### config.mk
export PLATFORM = sky130hd
export DESIGN_NAME = timer_req_master
export DESIGN_NICKNAME = d
export VERILOG_FILES = /design/src/rtl/timer_req_pkg.sv /design/src/rtl/timer_req_watchdog.sv /design/src/rtl/timer_req_master.sv
export SDC_FILE = /design/constraint.sdc
export NUM_CORES = 1
export LEC_CHECK = 0
export BUFFER_PORTS_ARGS = -buffer_cell sky130_fd_sc_hd__buf_2
export CORE_ASPECT_RATIO = 0.6
export CORE_MARGIN = 3
export CORE_UTILIZATION = 35
export CTS_CLUSTER_SIZE = 10
export DETAILED_ROUTE_END_ITERATION = 10
export HOLD_SLACK_MARGIN = 0.15
export PLACE_DENSITY = 0.6
export SLEW_MARGIN = 20
export SYNTH_ARGS = -nofsm -noshare
export SYNTH_HDL_FRONTEND = slang
export SYNTH_SLANG_ARGS = --single-unit
### constraint.sdc
create_clock -name clk -period 2 [get_ports clk]
set_input_delay 0.2 -clock clk [delete_from_list [all_inputs] [get_ports clk]]
set_output_delay 0.2 -clock clk [all_outputs]
set_load 0.02 [all_outputs]
### src/rtl/timer_req_pkg.sv
// Shared definitions for the timer request master: FSM state encoding and
// the timer register layout (period in the low field, END flag above it).
package timer_req_pkg;

  typedef enum logic [2:0] {
    IDLE  = 3'd0,
    WRITE = 3'd1,
    ARM   = 3'd2,
    POLL  = 3'd3,
    CLEAR = 3'd4,
    DONE  = 3'd5
  } state_e;

  localparam int TIMER_REG_W      = 32;
  localparam int TIMER_END_BIT    = 4;
  localparam int TIMER_PERIOD_MSB = 3;
  localparam int TIMER_PERIOD_LSB = 0;

endpackage

### src/rtl/timer_req_watchdog.sv
// Saturating poll-cycle counter; tc flags that the last allowed poll cycle
// (count == TIMEOUT_CYC-1) is in progress.
module timer_req_watchdog
  import timer_req_pkg::*;
#(
  parameter int unsigned TIMEOUT_CYC = 200000000
) (
  input  logic clk,
  input  logic rst,
  input  logic clr,
  input  logic en,
  output logic tc
);

  localparam logic [TIMER_REG_W-1:0] TC_VAL = TIMER_REG_W'(TIMEOUT_CYC - 1);

  logic [TIMER_REG_W-1:0] cnt_q;
  logic [TIMER_REG_W-1:0] cnt_d;

  always_comb begin
    cnt_d = cnt_q;
    if (clr) begin
      cnt_d = '0;
    end else if (en && (cnt_q != '1)) begin
      cnt_d = cnt_q + 1'b1;
    end
  end

  always_ff @(posedge clk) begin
    if (rst) begin
      cnt_q <= '0;
    end else begin
      cnt_q <= cnt_d;
    end
  end

  assign tc = (cnt_q == TC_VAL);

endmodule

### src/rtl/timer_req_master.sv
// Client-to-timer initiator: writes a period, polls END, clears the register
// and pulses done. Optional abort input enabled by TIMER_REQ_ABORT_EN.
module timer_req_master
  import timer_req_pkg::*;
#(
  parameter int          PERIOD_W    = 4,
  parameter int          END_BIT     = TIMER_END_BIT,
  parameter int unsigned TIMEOUT_CYC = 200000000
) (
  input  logic                   clk,
  input  logic                   rst,
  input  logic                   req_valid,
  input  logic [PERIOD_W-1:0]    req_period,
  output logic                   req_ready,
  output logic                   busy,
  output logic                   done,
  output logic                   timed_out,
  output logic                   timer_we,
  output logic [TIMER_REG_W-1:0] timer_wdata,
`ifdef TIMER_REQ_ABORT_EN
  input  logic                   abort,
`endif
  input  logic [TIMER_REG_W-1:0] timer_rdata
);

  state_e              state_q, state_d;
  logic [PERIOD_W-1:0] period_q, period_d;
  logic                to_pend_q, to_pend_d;
  logic                timed_out_q, timed_out_d;
  logic                wd_clr, wd_en, wd_tc;
  logic                abort_hit;
  logic                rdata_unused;

`ifdef TIMER_REQ_ABORT_EN
  assign abort_hit = abort;
`else
  assign abort_hit = 1'b0;
`endif

  // Only the END bit of the read-back matters.
  assign rdata_unused = ^timer_rdata;

  timer_req_watchdog #(
    .TIMEOUT_CYC(TIMEOUT_CYC)
  ) u_watchdog (
    .clk(clk),
    .rst(rst),
    .clr(wd_clr),
    .en (wd_en),
    .tc (wd_tc)
  );

  always_comb begin
    state_d     = state_q;
    period_d    = period_q;
    to_pend_d   = to_pend_q;
    timed_out_d = timed_out_q;
    wd_clr      = 1'b0;
    wd_en       = 1'b0;
    case (state_q)
      IDLE: begin
        if (req_valid) begin
          period_d = req_period;
          if (req_period == '0) begin
            state_d     = DONE;
            timed_out_d = 1'b0;
          end else begin
            state_d = WRITE;
          end
        end
      end
      WRITE: begin
        state_d = ARM;
        if (abort_hit) begin
          state_d   = CLEAR;
          to_pend_d = 1'b1;
        end
      end
      ARM: begin
        // Read-back here may still show a stale END; it is deliberately ignored.
        wd_clr  = 1'b1;
        state_d = POLL;
        if (abort_hit) begin
          state_d   = CLEAR;
          to_pend_d = 1'b1;
        end
      end
      POLL: begin
        if (abort_hit) begin
          state_d   = CLEAR;
          to_pend_d = 1'b1;
        end else if (timer_rdata[END_BIT]) begin
          state_d   = CLEAR;
          to_pend_d = 1'b0;
        end else if (wd_tc) begin
          state_d   = CLEAR;
          to_pend_d = 1'b1;
        end else begin
          wd_en = 1'b1;
        end
      end
      CLEAR: begin
        // Status becomes visible together with done and holds until the next one.
        state_d     = DONE;
        timed_out_d = to_pend_q;
      end
      DONE: begin
        state_d = IDLE;
      end
      default: begin
        state_d = IDLE;
      end
    endcase
  end

  always_ff @(posedge clk) begin
    if (rst) begin
      state_q     <= IDLE;
      period_q    <= '0;
      to_pend_q   <= 1'b0;
      timed_out_q <= 1'b0;
    end else begin
      state_q     <= state_d;
      period_q    <= period_d;
      to_pend_q   <= to_pend_d;
      timed_out_q <= timed_out_d;
    end
  end

  assign req_ready   = (state_q == IDLE);
  assign busy        = (state_q != IDLE);
  assign done        = (state_q == DONE);
  assign timed_out   = timed_out_q;
  assign timer_we    = (state_q == WRITE) || (state_q == CLEAR);
  assign timer_wdata = (state_q == WRITE) ?
                       {{(TIMER_REG_W-PERIOD_W){1'b0}}, period_q} : '0;

endmodule

## Yosys cells after proc, flatten, opt, wreduce, memory -nomap -nowiden

Cells that the tools add are included.

- Flip-flop bits (word level): 41
- Logic and storage cells: 43

- Add/subtract/negate cells: 1
- Eq/ne operators: 10
- Mux-type cells: 15
- Reduce and logical (&&, ||, !) cells: 12

Operators with widths:

| cell | number |
|---|---|
| adder 32 x 1 -> 32 bit (second input constant) | 1 |
| equality test 32 x 28 -> 1 bit (second input constant) | 1 |
| inequality test 32 bit (second input constant) | 1 |
| one-hot mux 3 bit (5 select lines) | 1 |
| two-way mux 3 bit | 4 |
| two-way mux 1 bit | 8 |
| equality test 3 x 2 -> 1 bit (second input constant) | 2 |
| equality test 3 bit (second input constant) | 2 |
| AND reduction 2 bit | 3 |
| zero test 4 bit | 1 |
| two-way mux 4 bit | 1 |
| nonzero test 2 bit | 2 |
| equality test 3 x 1 -> 1 bit (second input constant) | 1 |
| zero test 3 bit | 1 |
| inequality test 3 x 2 -> 1 bit (second input constant) | 1 |
| AND reduction 3 bit | 1 |
| nonzero test 3 bit | 1 |
| inequality test 2 x 1 -> 1 bit (second input constant) | 1 |
| inequality test 2 bit (second input constant) | 1 |
| one-hot mux 1 bit (2 select lines) | 1 |
| OR reduction 2 bit | 1 |
| logical AND 1 bit | 1 |
| logical OR 1 bit | 1 |

## Depth between registers and ports, before layout

Gate-level depths: netlist (run 1).

- Depth in word-level cells: 5
- Gate-level depth with buffers: 9
- Depth with buffers taken out: 7

## Hierarchy

A second synthesis (run 1) with hierarchy kept.

- Cell total of the unflattened synthesis: 296
- Area, all modules: 2504.9 µm²

By module, submodules not included:

| module | times used | cells each | area each (µm²) | seq. area each (µm²) |
|---|---|---|---|---|
| timer_req_watchdog | 1 | 212 | 1810.5 | 640.6 |
| timer_req_master | 1 | 84 | 694.4 | 180.2 |

## Worst setup path before layout (run 1)

No wires, ideal clock.

- Path kind: flip-flop to flip-flop
- Start point: register u_watchdog.cnt_q[0]
- End point: register u_watchdog.cnt_q[20]
- Setup time: 0.128 ns
- Arrival time: 1.960 ns
- Required time: 1.872 ns
- Setup slack: -0.088 ns
- Stages on the path, launching flop included: 9
- Clock period less this slack: 2.088 ns
- Cell sequence: dfxtp_1 -> ha_1 -> nand4_1 -> or3_1 -> a211o_1 -> buf_2 -> nor4_2 -> xnor2_1 -> nor2_1

- Cells in the longest elaborated chain, start to end: 5
- Elaborated cells on any way between the ends: 7
- Classes of those cells: 1 x add/sub; 2 x eq/ne; 3 x mux; 1 x reduce/logical

RTL lines:

| item | RTL line | RTL |
|---|---|---|
| start, declared | timer_req_watchdog.sv:17 | `logic [TIMER_REG_W-1:0] cnt_q;` |
| start signal, assigned | timer_req_watchdog.sv:33 | `cnt_q <= cnt_d;` |
| branches (longest 5 deep; another with adder 32 x 1 -> 32 bit) | -- |  |

Several ways; the timed one is not identified.
A chain may end at the register's enable or synchronous reset.

## Worst setup path after layout (run 1)

- Start point: register u_watchdog.cnt_q[21]
- End point: register u_watchdog.cnt_q[6]

- Cells in the longest elaborated chain, start to end: 5
- Elaborated cells on any way between the ends: 6
- Classes of those cells: 2 x eq/ne; 3 x mux; 1 x reduce/logical

RTL lines:

| item | RTL line | RTL |
|---|---|---|
| equality test 32 x 28 -> 1 bit | timer_req_watchdog.sv:37 | `assign tc = (cnt_q == TC_VAL);` |
| two-way mux 1 bit | timer_req_master.sv:95 | `end else if (wd_tc) begin` |
| two-way mux 1 bit | timer_req_master.sv:92 | `end else if (timer_rdata[END_BIT]) begin` |
| two-way mux 1 bit | timer_req_master.sv:60 | `case (state_q)` |
| logical AND 1 bit (*) | timer_req_watchdog.sv:24 | `end else if (en && (cnt_q != '1)) begin` |

Every way passes the cells marked *; elsewhere a longest branch is shown, timed or not.

==> flow_summary.yaml, run 1 <==
grt:
  grtUsageMet1_pct: 24.6
  grt_first_pass_wirelength_um: 10300
  busiest_layer: "met1"
  gr-total-overflow: 0
  grt_pass1_vias: 2073
  use_met3_pct: 5.15
  use_met2_pct: 21.3
  grt_max_degree: 21
  track_usage_pct: 15.9
  antenna_found_initial: 0
synthesis:
  synth_area_um2: 2480
  ys.flop_type: "dfxtp_1"
  avgSynthCellArea_um2: 8.30
  synth_cell_types: 49
  async_flop_share_pct: 0
  yosysTopAreaCell: "dfxtp_1"
  yosys_warnings: 0
  synth_edf_count: 0
  synthTopCellsByArea: "dfxtp_1, buf_4, nand4_1"
  yosysSeqAreaShare_pct: 33.1
  synth_top_area_share_pct: 33.1
  ys_ff_latch: 41
  syn_inst: 299
layout:
  final_nets: 402
  drive_gt1_share_pct: 35.8
  multi_input_area_um2: 1550
  final_common_cell: "buf_4"
  area_growth_pct: 30.0
  layout_common_cells: "buf_4, nor2_1, dfxtp_1"
  nFillCells: 633
  antenna_cells: 0
  seqCellArea_um2: 833
setup_path:
  crit_path_end_kind: "flop"
  worst_r2r_path_depth: 7
  path_max_fanout: 20
  arrival_ps: 2230
  startpoint_type: "flop"
  regToRegSetupSlack_ps: -70
  r2r-end: "u_watchdog.cnt_q[6]$_SDFFE_PP0P_"
  rr_startpoint: "u_watchdog.cnt_q[21]$_SDFFE_PP0P_"
  required_ps: 2170
  critPathKind: "flop to flop"
sta:
  rsz0062_at_grt: "true"
  slew_violations: 0
  skew_ps: 8.33
  finalCritPeriodShare_pct: 103
  setup_ws_ps: -65.8
  final-hold-violation-count: 0
  min_period_ps: 2070
  fin_tns_setup_ps: -468
  whs_ps: 160
  max_freq_mhz: 484
  setup_violations: 10
detailed_routing:
  post_drt_wl_per_cell_um: 14.3
  final_antenna_net_count: 0
  drt_wl_total_um: 6430
  drt_pass1_iterations: 4
  num_vias: 2281
  drc: 0
  drtIter0Drc: 107
  vias_per_cell: 5.07
cts:
  cts.sinks: 41
  root_buffer: "clkbuf_16"
  htreeDepth: 2
  cts.reportedPaths.clkPinSlew_ps: 70
  cts_tree: "built"
  cts_made_buffers: 5
  worstSkewPairLatency_ps: 290
  clock_path_buffers: 2
hold_path:
  worstHoldStart: "req_period[2]"
  hp-class: "input pin to flop"
  hold_end: "period_q[2]$_SDFFE_PP0P_"
  worst_hold_path.num_cells: 3
power:
  power_per_cell_area_nw_per_um2: 697
  ir_drop_mv: 0.486
  totalPowerFinal_mw: 2.25
  power.leakage_nw: 1.31
floorplan:
  start_util_pct: 36.7
  die-area_um2: 8170
  die_h_um: 71.2
  core_area_um2: 6760
  pin_count: 76
  rows: 23
  die_w_um: 115
outcome:
  violations: "negative setup slack"
  status: "complete, but fails checks"
job:
  maxCapViolations: 0
placed_design:
  dp_slack_ps: -75.8
  io_buffers: 16
  dp_hpwl_um: 4580
  place.gp.congestion: 0.922
## metal layers
| layer | vias to the layer above | share of wire (%) |
|---|---|---|
| met5 | - | 0 |
| met4 | 0 | 0.19 |
| met3 | 2 | 7.9 |
| met2 | 61 | 41 |
| met1 | 1069 | 51 |
| li1 | 1149 | - |
## final cells by class
type                    instances  share of cell area, %
repair buffers                 72                   16.2
well taps                      87                   3.37
flip-flops and latches         41                   25.8
clock inverters                 3                   2.13
multi-input cells             236                   47.9
clock buffers                   5                   3.88
inverters                       6                  0.698
## worst max-delay path, stage by stage, from the launching register on
cell,delay (ps)
dfxtp_2,330
nand4_1,160
or4_1,450
or4_4,510
a21oi_4,150
buf_12,160
or4_2,120
a21oi_1,50
## flip-flops by register name, summed over array words and instances (netlist names)
register          cells
to_pend_q             1
timed_out             1
state_q               3
u_watchdog.cnt_q     32
period_q              4
## worst max-delay path by stage
| stage | startpoint | to | slack (ps) |
|---|---|---|---|
| after floorplan | u_watchdog.cnt_q[21]$_SDFFE_PP0P_ | u_watchdog.cnt_q[1]$_SDFFE_PP0P_ | 10 |
| after global placement | u_watchdog.cnt_q[17]$_SDFFE_PP0P_ | u_watchdog.cnt_q[6]$_SDFFE_PP0P_ | -80 |
| after detailed placement | u_watchdog.cnt_q[0]$_SDFFE_PP0P_ | u_watchdog.cnt_q[18]$_SDFFE_PP0P_ | -80 |
| after CTS | u_watchdog.cnt_q[17]$_SDFFE_PP0P_ | u_watchdog.cnt_q[6]$_SDFFE_PP0P_ | -60 |
| after global routing | u_watchdog.cnt_q[21]$_SDFFE_PP0P_ | u_watchdog.cnt_q[1]$_SDFFE_PP0P_ | -130 |
| final | u_watchdog.cnt_q[21]$_SDFFE_PP0P_ | u_watchdog.cnt_q[6]$_SDFFE_PP0P_ | -70 |
## logic make-up after synthesis
kind of cell,Yosys count,share of synthesized area (%)
AOI/OAI and AO/OA,39,10.8
xor gates and xnor gates,18,6.35
adders and majority gates,1,0.504
buffers and inverters,49,13.5
DFF,41,33.1
muxes,5,2.02
other,1,0.151
and+or+nand+nor,145,33.6
## power by group
group          total [mW]  leakage, nW  internal, mW  switching [mW]
registers           0.849        0.336         0.838          0.0117
clock network        1.07       0.0944         0.720           0.352
logic               0.329        0.878         0.103           0.227
## synthesized netlist by cell type, types with 6 or more instances
cell      number
dfxtp_1       41
nor2_1        32
buf_4         28
nand4_1       21
nand2_1       17
nand3_1       14
xor2_1        11
a21oi_1        9
nor3_1         9
and2_1         7
clkbuf_1       7
nor4_1         7
o21ai_0        7
or3_1          7
xnor2_1        7
inv_1          6
o211ai_1       6
or4_2          6
## metrics by stage
stage / utilization, % / instance area [um2] / cells
4_1_cts: 45.9 / 3100 / 444
6_report: 47.7 / 3230 / 450
3_3_place_gp: 42.3 / 2860 / 435
3_5_place_dp: 42.3 / 2860 / 435
5_1_grt: 47.7 / 3230 / 450
2_1_floorplan: - / 2600 / 326
## repair_timing
item                       in CTS  in global routing
buffers inserted                0                  6
pin swaps                       3                 11
hold endpoints to repair        1                  0
setup endpoints to repair      20                 33
hold buffers                    1                  0
gates resized for setup         8                 20
(Power assumes the default switching activity.)
==> inputs of run 2 (changes only) <==
CAP_MARGIN = 20   (was default)
PLACE_DENSITY = 0.59   (was 0.6)
==> flow_summary.yaml, run 2 (synthesis results as in run 1) <==
layout:
  final_common_cell: "buf_4"
  drive_gt1_share_pct: 30.1
  final_cells: 439
  layout_common_cells: "buf_4, dfxtp_1, nor2_1"
  largest_reg_flops: 32
  area_growth_pct: 22.1
  top_register: "u_watchdog.cnt_q"
  largestRegisters: "u_watchdog.cnt_q x32, period_q x4, state_q x3"
  nFillCells: 674
  final_nets: 392
  antenna_cells: 0
grt:
  antenna_found_initial: 0
  grt_pass1_vias: 2044
  track_usage_pct: 15.5
  gr-total-overflow: 0
  grt_first_pass_wirelength_um: 10100
  grt_max_degree: 16
cts:
  clock_path_buffers: 2
  root_buffer: "clkbuf_16"
  worstSkewPairLatency_ps: 290
  cts.reportedPaths.clkPinSlew_ps: 60
  htreeDepth: 2
  cts_made_buffers: 5
  cts.sinks: 41
  cts_tree: "built"
setup_path:
  startpoint_type: "flop"
  critical_path.slowest_cell: "or4_1"
  critPathMaxStageDelay_ps: 520
  cp_cell_sequence: "nand4_1 > or4_1 > or4_4 > a21oi_4 > buf_6 > or4_2 > nand2_1"
  arrival_ps: 2320
  critPathKind: "flop to flop"
  cpLargestDelayFamily: "simple AND/OR/NAND/NOR gates"
  required_ps: 2170
  worst-path-buf-inv: 1
  path_max_fanout: 10
  crit_path_end_kind: "flop"
sta:
  whs_ps: 167
  slew_violations: 0
  rsz0062_at_grt: "true"
  setup_violations: 10
  min_period_ps: 2150
  setup_ws_ps: -151
  finalCritPeriodShare_pct: 108
  final-hold-violation-count: 0
  max_freq_mhz: 465
  skew_ps: 4.12
power:
  sw_frac_of_total_pct: 27.9
  power_per_cell_area_nw_per_um2: 656
  power.leakage_nw: 1.21
  clockPowerShare_pct: 40.5
  combPwrFrac_pct: 16.4
  p_sw_uw: 554
  internal_power_mw: 1.44
  ir_drop_mv: 0.371
  p_seq_share_pct: 43.0
detailed_routing:
  drt_pass1_iterations: 4
  drc: 0
  final_antenna_net_count: 0
  drtIter0Drc: 145
  num_vias: 2234
  drt_wl_total_um: 5970
  vias_per_cell: 5.09
  post_drt_wl_per_cell_um: 13.6
floorplan:
  pin_count: 76
  start_util_pct: 36.7
  die_h_um: 71.2
  rows: 23
  core_area_um2: 6760
  die-area_um2: 8170
  die_w_um: 115
placed_design:
  place.gp.congestion: 0.840
  dp_slack_ps: -101
  placed_cells: 428
  io_buffers: 16
  dp_hpwl_um: 4430
outcome:
  status: "complete, but fails checks"
  violations: "negative setup slack"
hold_path:
  hp-class: "input pin to flop"
job:
  maxCapViolations: 0
run 2: layout make-up:
cell class | instances | area, um2 | share of cell area (%)
Clock buffer | 7 | 143 | 4.70
Sequential cell | 41 | 831 | 27.4
Tap cell | 87 | 109 | 3.59
Inverter | 6 | 22.5 | 0.743
Multi-Input combinational cell | 236 | 1490 | 49.1
Timing Repair Buffer | 62 | 439 | 14.5
run 2: final timing paths:
| kind | startpoint | to | slack [ps] | depth (start not counted) |
|---|---|---|---|---|
| setup reg to reg | u_watchdog.cnt_q[21]$_SDFFE_PP0P_ | u_watchdog.cnt_q[3]$_SDFFE_PP0P_ | -150 | 7 |
| hold / removal | req_period[3] | period_q[3]$_SDFFE_PP0P_ | 170 | 3 |
| setup / recovery | u_watchdog.cnt_q[21]$_SDFFE_PP0P_ | u_watchdog.cnt_q[3]$_SDFFE_PP0P_ | -150 | 7 |
| hold reg to reg | period_q[2]$_SDFFE_PP0P_ | period_q[2]$_SDFFE_PP0P_ | 490 | 2 |
run 2: timing repair:
item / in CTS / in global routing
resized for setup: 4 / 11
hold buffers: 1 / 0
hold endpoints to repair: 1 / 0
cloned: 1 / 0
setup buffers: 2 / 2
setup endpoints to repair: 10 / 28
pin swaps: 1 / 8
run 2: power groups by stage:
| stage | Clock (mW) | Sequential (mW) | Combinational, mW |
|---|---|---|---|
| finish | 0.806 | 0.856 | 0.327 |
| global route | 0.865 | 0.859 | 0.361 |
| CTS | 0.829 | 0.855 | 0.325 |
| detailed placement | 0 | 0.873 | 0.322 |
| global placement | 0 | 0.871 | 0.318 |
| floorplan | 0 | 0.864 | 0.289 |
run 2: stage by stage:
stage | TNS [ps] | area [um2] | utilization (%) | total power, mW
global placement | -838 | 2810 | 41.5 | 1.19
floorplan | 0 | 2600 | - | 1.15
detailed placement | -877 | 2810 | 41.5 | 1.19
finish | -1270 | 3030 | 44.8 | 1.99
global route | -2130 | 3030 | 44.8 | 2.08
CTS | -1020 | 3020 | 44.6 | 2.01
run 2: metal layers:
| metal | global-route usage, % | share of wire [%] |
|---|---|---|
| met1 | 24.9 | 54 |
| met2 | 19.3 | 38 |
| met3 | 4.14 | 6.6 |
| met4 | 5.08 | 1.2 |
| met5 | 0 | 0 |
run 2: worst register-to-register path, cell delays in order, from the launching register on:
cell,delay (ps)
dfxtp_2,330
nand4_1,190
or4_1,520
or4_4,450
a21oi_4,210
buf_6,160
or4_2,120
nand2_1,60
